### config.mk
export PLATFORM = sky130hd
export DESIGN_NAME = wave_playback_channel_flat
export DESIGN_NICKNAME = d
export VERILOG_FILES = /design/src/rtl/wave_playback_if.sv /design/src/rtl/wave_playback_channel.sv /design/src/flat_wrapper.sv
export SDC_FILE = /design/constraint.sdc
export NUM_CORES = 1
export LEC_CHECK = 0
export ABC_AREA = 1
export ABC_CLOCK_PERIOD_IN_PS = 2220
export BUFFER_PORTS_ARGS = -buffer_cell sky130_fd_sc_hd__buf_2
export CAP_MARGIN = 40
export CORE_AREA = 2 2 110 112
export DETAILED_ROUTE_END_ITERATION = 10
export DIE_AREA = 0 0 112 114
export PLACE_DENSITY = 0.82
export SLEW_MARGIN = 20
export SYNTH_ARGS = -nofsm -noshare
export SYNTH_HDL_FRONTEND = slang
export SYNTH_SLANG_ARGS = --single-unit
### constraint.sdc
create_clock -name frequency_timer_clock -period 2.22 [get_ports frequency_timer_clock]
set_clock_uncertainty 0.1 [all_clocks]
set_input_delay 0.111 -clock frequency_timer_clock [delete_from_list [all_inputs] [get_ports frequency_timer_clock]]
set_output_delay 0.111 -clock frequency_timer_clock [all_outputs]
set_load 0.02 [all_outputs]
### src/rtl/wave_playback_if.sv
// Wave playback channel bus: control inputs from the sound block, sample/status to the mixer.
interface wave_playback_if #(
    parameter int SAMPLE_W     = 4,
    parameter int BANK_SAMPLES = 32,
    parameter int NUM_BANKS    = 2,
    parameter int LEN_W        = 8
);
    localparam int RAM_W  = NUM_BANKS * BANK_SAMPLES * SAMPLE_W;
    localparam int POS_W  = $clog2(BANK_SAMPLES);
    localparam int BANK_W = $clog2(NUM_BANKS);

    logic [RAM_W-1:0]    wave_ram;
    logic [BANK_W-1:0]   bank_select;
    logic                dimension;
    logic                dac_enable;
    logic                trigger;
    logic [1:0]          volume_code;
    logic                force_75;
    logic                length_enable;
    logic [LEN_W-1:0]    length_value;
    logic                length_tick;
    logic [SAMPLE_W-1:0] wave_out;
    logic                active;
    logic [POS_W-1:0]    position;
    logic [BANK_W-1:0]   bank_playing;

    modport master (
        output wave_ram, bank_select, dimension, dac_enable, trigger,
        output volume_code, force_75, length_enable, length_value, length_tick,
        input  wave_out, active, position, bank_playing
    );

    modport slave (
        input  wave_ram, bank_select, dimension, dac_enable, trigger,
        input  volume_code, force_75, length_enable, length_value, length_tick,
        output wave_out, active, position, bank_playing
    );
endinterface

### src/rtl/wave_playback_channel.sv
// Banked 4-bit wave-RAM playback channel with length counter and volume scaling.
// Optional WAVE_FORCE75_EN: force_75 selects a 75% volume override.
module wave_playback_channel #(
    parameter int SAMPLE_W     = 4,
    parameter int BANK_SAMPLES = 32,
    parameter int NUM_BANKS    = 2,
    parameter int LEN_W        = 8
) (
    input  logic            frequency_timer_clock,
    input  logic            reset,
    wave_playback_if.slave  bus
);
    localparam int RAM_W  = NUM_BANKS * BANK_SAMPLES * SAMPLE_W;
    localparam int POS_W  = $clog2(BANK_SAMPLES);
    localparam int BANK_W = $clog2(NUM_BANKS);
    localparam int OFF_W  = $clog2(RAM_W);
    localparam int CNT_W  = LEN_W + 1;

    typedef enum logic {
        S_IDLE,
        S_PLAYING
    } state_t;

    state_t              r_state;
    state_t              w_next;
    logic [POS_W-1:0]    r_pos;
    logic [BANK_W-1:0]   r_bank;
    logic [CNT_W-1:0]    r_cnt;
    logic [SAMPLE_W-1:0] r_wave;

    logic                w_trig;
    logic                w_dec;
    logic                w_run;
    logic [OFF_W-1:0]    w_off;
    logic [SAMPLE_W-1:0] w_sample;
    logic [SAMPLE_W-1:0] w_scaled;
    logic [CNT_W-1:0]    w_reload;

    // Even samples live in the high nibble of each byte.
    assign w_off = OFF_W'(r_bank) * OFF_W'(BANK_SAMPLES * SAMPLE_W)
                 + OFF_W'(r_pos >> 1) * OFF_W'(2 * SAMPLE_W)
                 + (r_pos[0] ? OFF_W'(0) : OFF_W'(SAMPLE_W));

    assign w_sample = bus.wave_ram[w_off +: SAMPLE_W];
    assign w_reload = {1'b1, {LEN_W{1'b0}}} - CNT_W'(bus.length_value);

`ifdef WAVE_FORCE75_EN
    logic [SAMPLE_W+1:0] w_prod;
    assign w_prod = (SAMPLE_W+2)'(w_sample) * (SAMPLE_W+2)'(3);
`else
    logic w_unused_force75;
    assign w_unused_force75 = bus.force_75;
`endif

    always_comb begin
        w_scaled = '0;
        case (bus.volume_code)
            2'b01:   w_scaled = w_sample;
            2'b10:   w_scaled = w_sample >> 1;
            2'b11:   w_scaled = w_sample >> 2;
            default: w_scaled = '0;
        endcase
`ifdef WAVE_FORCE75_EN
        if (bus.force_75)
            w_scaled = w_prod[SAMPLE_W+1:2];
`endif
    end

    always_ff @(posedge frequency_timer_clock or posedge reset) begin
        if (reset)
            r_state <= S_IDLE;
        else
            r_state <= w_next;
    end

    // dac_enable beats trigger; trigger beats a same-edge length tick.
    always_comb begin
        w_trig = bus.dac_enable & bus.trigger;
        w_dec  = !w_trig && bus.length_enable && bus.length_tick
              && (r_cnt != '0);
        w_next = r_state;
        if (!bus.dac_enable)
            w_next = S_IDLE;
        else if (bus.trigger)
            w_next = S_PLAYING;
        else if (r_state == S_PLAYING && w_dec && r_cnt == CNT_W'(1))
            w_next = S_IDLE;
        w_run = (r_state == S_PLAYING) && (w_next == S_PLAYING);
    end

    always_ff @(posedge frequency_timer_clock or posedge reset) begin
        if (reset) begin
            r_pos  <= '0;
            r_bank <= '0;
            r_cnt  <= '0;
            r_wave <= '0;
        end else begin
            r_wave <= w_run ? w_scaled : '0;
            if (w_trig) begin
                r_pos  <= '0;
                r_bank <= bus.bank_select;
                if (r_cnt == '0)
                    r_cnt <= w_reload;
            end else begin
                if (w_run) begin
                    r_pos <= r_pos + POS_W'(1);
                    if (r_pos == POS_W'(BANK_SAMPLES - 1) && bus.dimension)
                        r_bank <= r_bank + BANK_W'(1);
                end
                if (w_dec)
                    r_cnt <= r_cnt - CNT_W'(1);
            end
        end
    end

    assign bus.wave_out     = r_wave;
    assign bus.active       = (r_state == S_PLAYING);
    assign bus.position     = r_pos;
    assign bus.bank_playing = r_bank;
endmodule
### src/flat_wrapper.sv
// flat-port wrapper written by rule: the top's interface ports become plain ports
module wave_playback_channel_flat 
#(
    parameter int SAMPLE_W     = 4,
    parameter int BANK_SAMPLES = 32,
    parameter int NUM_BANKS    = 2,
    parameter int LEN_W        = 8
)
  (frequency_timer_clock, reset, bus_wave_ram, bus_bank_select, bus_dimension, bus_dac_enable, bus_trigger, bus_volume_code, bus_force_75, bus_length_enable, bus_length_value, bus_length_tick, bus_wave_out, bus_active, bus_position, bus_bank_playing);
  wave_playback_if #(.SAMPLE_W(SAMPLE_W), .BANK_SAMPLES(BANK_SAMPLES), .NUM_BANKS(NUM_BANKS), .LEN_W(LEN_W)) bus_i ();
  input  logic frequency_timer_clock;
  input  logic reset;
  input wire logic [$bits(bus_i.wave_ram)-1:0] bus_wave_ram;
  input wire logic [$bits(bus_i.bank_select)-1:0] bus_bank_select;
  input wire logic [$bits(bus_i.dimension)-1:0] bus_dimension;
  input wire logic [$bits(bus_i.dac_enable)-1:0] bus_dac_enable;
  input wire logic [$bits(bus_i.trigger)-1:0] bus_trigger;
  input wire logic [$bits(bus_i.volume_code)-1:0] bus_volume_code;
  input wire logic [$bits(bus_i.force_75)-1:0] bus_force_75;
  input wire logic [$bits(bus_i.length_enable)-1:0] bus_length_enable;
  input wire logic [$bits(bus_i.length_value)-1:0] bus_length_value;
  input wire logic [$bits(bus_i.length_tick)-1:0] bus_length_tick;
  output wire logic [$bits(bus_i.wave_out)-1:0] bus_wave_out;
  output wire logic [$bits(bus_i.active)-1:0] bus_active;
  output wire logic [$bits(bus_i.position)-1:0] bus_position;
  output wire logic [$bits(bus_i.bank_playing)-1:0] bus_bank_playing;
  assign bus_i.wave_ram = bus_wave_ram;
  assign bus_i.bank_select = bus_bank_select;
  assign bus_i.dimension = bus_dimension;
  assign bus_i.dac_enable = bus_dac_enable;
  assign bus_i.trigger = bus_trigger;
  assign bus_i.volume_code = bus_volume_code;
  assign bus_i.force_75 = bus_force_75;
  assign bus_i.length_enable = bus_length_enable;
  assign bus_i.length_value = bus_length_value;
  assign bus_i.length_tick = bus_length_tick;
  assign bus_wave_out = bus_i.wave_out;
  assign bus_active = bus_i.active;
  assign bus_position = bus_i.position;
  assign bus_bank_playing = bus_i.bank_playing;
  wave_playback_channel #(.SAMPLE_W(SAMPLE_W), .BANK_SAMPLES(BANK_SAMPLES), .NUM_BANKS(NUM_BANKS), .LEN_W(LEN_W)) u_core (.frequency_timer_clock(frequency_timer_clock), .reset(reset), .bus(bus_i));
endmodule
Yosys cells after proc, flatten, opt, wreduce, memory -nomap -nowiden
Cells that the tools add are included.
- output and inout bits: 11
- bits in registers: 20
- bits of input ports: 275
- logic and storage cells: 48
- bitwise operators: 1
- shift-type cells: 1
- add/subtract/negate cells: 6
- multiplexer cells: 14
- reduce and logical (&&, ||, !) cells: 15
- equal/unequal tests: 6
- operators with widths (operator ; count):
    indexed part select 256 x 9 -> 4 bit ; 1
    2-to-1 mux 9 bit ; 3
    one-hot mux 4 bit (3 select lines) ; 1
    2-to-1 mux 5 bit ; 2
    equality test 9 x 1 -> 1 bit, second input constant ; 1
    zero test 9 bit ; 1
    nonzero test 9 bit ; 1
    subtractor 9 x 1 -> 9 bit, second input constant ; 1
    subtractor 9 x 8 -> 9 bit, first input constant ; 1
    adder 8 x 7 -> 8 bit ; 1
    adder 8 bit ; 1
    logical AND 1 bit ; 7
    2-to-1 mux 1 bit ; 6
    nonzero test 2 bit ; 3
    adder 5 x 1 -> 5 bit, second input constant ; 1
    equality test 5 bit, second input constant ; 1
    equality test 2 bit, second input constant ; 2
    2-to-1 mux 4 bit ; 1
    AND reduction 2 bit ; 2
    2-to-1 mux 3 bit ; 1
    equality test 2 x 1 -> 1 bit, second input constant ; 1
    inequality test 2 bit, second input constant ; 1
    adder 1 bit, second input constant ; 1
    AND 1 bit ; 1
    zero test 1 bit ; 1

Depth between registers and ports, before layout
- depth after elaboration: 13
- depth in mapped cells: 15

Least setup slack after synthesis
OpenSTA, ideal clock, no wires.
- kind: flip-flop to flip-flop
- from: register u_core.r_pos[1], in the netlist u_core.bus.position[1]
- to: register u_core.r_wave[1], in the netlist u_core.bus.wave_out[1]
- data required time: 2.007 ns
- buffers on the path: 2
- library setup time: 0.113 ns
- data arrival time: 1.619 ns
- stages on the path, launching flop included: 14
- setup slack: 0.388 ns
- path through: dfrtp_1 -> buf_2 -> clkbuf_1 -> nand3_1 -> nand3_1 -> nand2_1 -> a21oi_1 -> nand2_1 -> nand3_1 -> nand2_1 -> nand2_1 -> nand3_1 -> nand2_1 -> inv_1
- cells in the longest elaborated chain, start to end: 5
- ends and longest elaborated chain (what ; line ; RTL):
    start, declared ; wave_playback_channel.sv:26 ; logic [POS_W-1:0] r_pos;
    start signal, assigned ; wave_playback_channel.sv:106 ; r_pos <= r_pos + POS_W'(1);
    adder 8 x 7 -> 8 bit ; wave_playback_channel.sv:41 ; + OFF_W'(r_pos >> 1) * OFF_W'(2 * SAMPLE_W)
    adder 8 bit ; wave_playback_channel.sv:42 ; + (r_pos[0] ? OFF_W'(0) : OFF_W'(SAMPLE_W));
    indexed part select 256 x 9 -> 4 bit ; wave_playback_channel.sv:44 ; assign w_sample = bus.wave_ram[w_off +: SAMPLE_W];
    one-hot mux 4 bit (3 select lines) ; wave_playback_channel.sv:57 ; case (bus.volume_code)
    2-to-1 mux 4 bit ; wave_playback_channel.sv:98 ; r_wave <= w_run ? w_scaled : '0;
    end signal, assigned ; wave_playback_channel.sv:98 ;
    end, declared ; wave_playback_channel.sv:29 ; logic [SAMPLE_W-1:0] r_wave;
No other way between the ends.
A chain may end at the register's enable or synchronous reset.

Worst setup path in the final report
- from: register u_core.r_pos[0], in the netlist u_core.bus.position[0]
- to: register u_core.r_wave[1], in the netlist u_core.bus.wave_out[1]
- cells in the longest elaborated chain, start to end: 5
- ends and longest elaborated chain (what ; line):
    2-to-1 mux 3 bit ; wave_playback_channel.sv:42
    adder 8 bit ; wave_playback_channel.sv:42
    indexed part select 256 x 9 -> 4 bit ; wave_playback_channel.sv:44
    one-hot mux 4 bit (3 select lines) ; wave_playback_channel.sv:57
    2-to-1 mux 4 bit ; wave_playback_channel.sv:98
No other way between the ends.

==> metrics.txt <==
status finished, final reports clean; Cell Chain, Critical Path clkinv_2 -> buf_12 -> buf_12 -> nand2_1 -> nand2_1 -> nand2_1 -> nand3_1 -> nand3_1 -> nand2_1 -> nand3_1 -> nand2_1 -> nand2_1 -> nand3_1 -> nand2_1 -> inv_1; cts bufs inserted 3; hold depth 2; fraction of layout cells with a size suffix above 1 29.6%; initial antenna violation count 4; relative slew slack 75.8%; CTS sink cnt 20; global-route wire length before repair ~28000 um; Post-Syn Area 4070 sq um; vias in the first global route roughly 5700; fin crit share 91.1%; Seq cells post-synth 20; Worst Path Arrival around 2100 ps; CP endpoint kind flip-flop; pre-CTS setup slack 118 ps; Comb pwr share 63.2%; HP Class in -> reg; Power, Total between 2 and 3 mW; GR Util met3 4.52%; # port buffers approximately 280; post-synth cell types 26; Power Dens Cells 457 nW/um^2; final cell count without fillers 1253; Post-Route Utilization 50.0%; Net Sw Frac 45.4%; die height ~110 um; CP Class reg -> reg; sequential share of power 18.2%; RSZ-0062 raised after global routing false; placed inst area 5660 sq um; Routed WL between 15000 and 20000 um; Worst-Skew Late Latency 250 ps; DP HPWL ~14000 um; post-route ant nets 0; htree depth 1; largest net degree at the start of global routing 72; Clk pwr share 18.6%; Critical Path Start Type flip-flop; R2R cell count 15; commonest non-fill, non-tap cell in the layout nand2_1; initial core utilization 34.8%; Setup TNS Final 0 ps; final non-filler cell area 5860 sq um; most frequent CP cell nand2_1; Sw Pwr ~1.2 mW; Synth Area per Inst 4.85 sq um; Hold Slack ~10 ps; Max stage delay cell, worst path dfrtp_4; syn_nets approximately 1100; Inst Count DP 1239; Total Nets Final 1385; Crit Path Max Fanout 34; Slew @ Worst Pin between 300 and 400 ps; Vias/cell between 4 and 5; met2 usage 47.8%; Root Buffer clkbuf_16; Tmin final just over 2000 ps; most frequent cells in the layout nand2_1, buf_2, nand3_1; CTS Buffer Depth 2; Placer Congestion 0.917; Crit path required time 2320 ps; f_max 0.494 GHz; LEAKAGE 3.49 nW; CORE AREA 11700 sq um; Int Pwr ~1.5 mW; first-pass iteration count of the detailed router 5; Max Slew Vio Count 0; CP max stage delay 520 ps; maxcap violations 0; I/O pin total 286; final worst slack just under 200 ps; total number of vias about 6200; Synth-to-Final Area Change 43.9%; Die Width 112 um; Initial DRC Count 487; final hold vios 0; GR Util All Layers between 20% and 30%; Worst-path clk slew roughly 60 ps; grt ovf 0; Synth Warn # 0; post-synthesis sequential area ratio 12.3%; drt drc 0; clock tree from TritonCTS done; Final setup viols 0; Synth Instances 840; gr busiest metal met2; maximum vdd drop 0.436 mV; FP Rows 40; drt wl/cell 14.3 um; die area 12800 sq um; met1 Use GR 33.0%
-- layout make-up --
cell class / count / area (sq um)
Fill cell: 1307 / 5850
Multi-Input combinational cell: 690 / 3030
Timing Repair Buffer: 311 / 1730
Sequential cell: 20 / 505
Inverter: 78 / 298
Tap cell: 147 / 184
Clock buffer: 3 / 75.1
Clock inverter: 1 / 30.0
Antenna cell: 3 / 7.51
-- registers in the layout, summed over array words and instances (netlist names) --
| name | cells |
|---|---|
| u_core.bus.wave_out | 4 |
| u_core.bus.bank_playing | 1 |
| u_core.bus.position | 5 |
| u_core.r_cnt | 9 |
| u_core.bus.active | 1 |
-- cells in the mapped netlist --
master,number,area (sq um)
nand4_1,1,6.26
or2_2,2,12.5
o21ai_2,1,8.76
o21a_1,2,15.0
nor3_1,4,20.0
nand4_2,1,12.5
xnor2_1,2,17.5
a21oi_1,23,115
buf_4,7,52.6
inv_1,73,274
xor2_1,6,52.6
clkinv_1,1,3.75
nand2_1,359,1350
ha_1,6,75.1
o211ai_1,10,75.1
buf_1,2,7.51
nor2_1,92,345
inv_2,4,15.0
nand3_1,136,681
nor2_4,1,11.3
a31oi_1,4,25.0
buf_2,29,145
o21ai_0,38,190
dfrtp_1,20,500
o21ai_1,2,10.0
clkbuf_1,14,52.6
-- critical path, delay by kind of cell, from the launching register on --
kind	cells	cell delay [ps]
and+or+nand+nor	11	820
DFF	1	520
buffers and inverters	4	510
-- timing repair --
item,in CTS,in global routing
buffers inserted,0,4
gates resized for setup,0,3
setup endpoints to repair,0,5
hold buffers,2,0
hold endpoints to repair,21,0
-- final timing paths --
kind	end	slack, ps	from
worst min register to register	u_core.r_cnt[3]$_DFFE_PP0P_	450	u_core.r_cnt[3]$_DFFE_PP0P_
worst min-delay path	u_core.bus.active$_DFF_PP0_	10	bus_trigger
worst max register to register	u_core.bus.wave_out[1]$_DFF_PP0_	200	u_core.bus.position[0]$_DFFE_PP0P_
max in group asynchronous	u_core.bus.position[0]$_DFFE_PP0P_	1340	reset
min in group asynchronous	u_core.r_cnt[5]$_DFFE_PP0P_	240	reset
worst max-delay path	u_core.bus.wave_out[1]$_DFF_PP0_	200	u_core.bus.position[0]$_DFFE_PP0P_
-- power by group through the flow --
| stage | clock (mW) | combinational, mW | sequential (mW) |
|---|---|---|---|
| detailed placement | 0 | 1.68 | 0.491 |
| floorplan | 0 | 1.07 | 0.491 |
| CTS | 0.503 | 1.69 | 0.486 |
| finish | 0.497 | 1.69 | 0.487 |
| global route | 0.520 | 1.92 | 0.495 |
| global placement | 0 | 1.66 | 0.489 |
-- cells by family after synthesis --
| logic type | Yosys count | share of synthesized area [%] |
|---|---|---|
| fa+ha+maj | 6 | 1.84 |
| simple gates | 596 | 59.8 |
| compound gates | 80 | 10.8 |
| buf+inv | 130 | 13.5 |
| flops | 20 | 12.3 |
| xor+xnor | 8 | 1.72 |
-- metal layers --
layer	part of all wire, %	vias up	routed length (um)
li1	-	3170	-
met1	41	2718	7350
met2	49	269	8700
met3	7.9	34	1420
met4	2.4	2	436
met5	0.073	-	13
(Power assumes the default switching activity.)
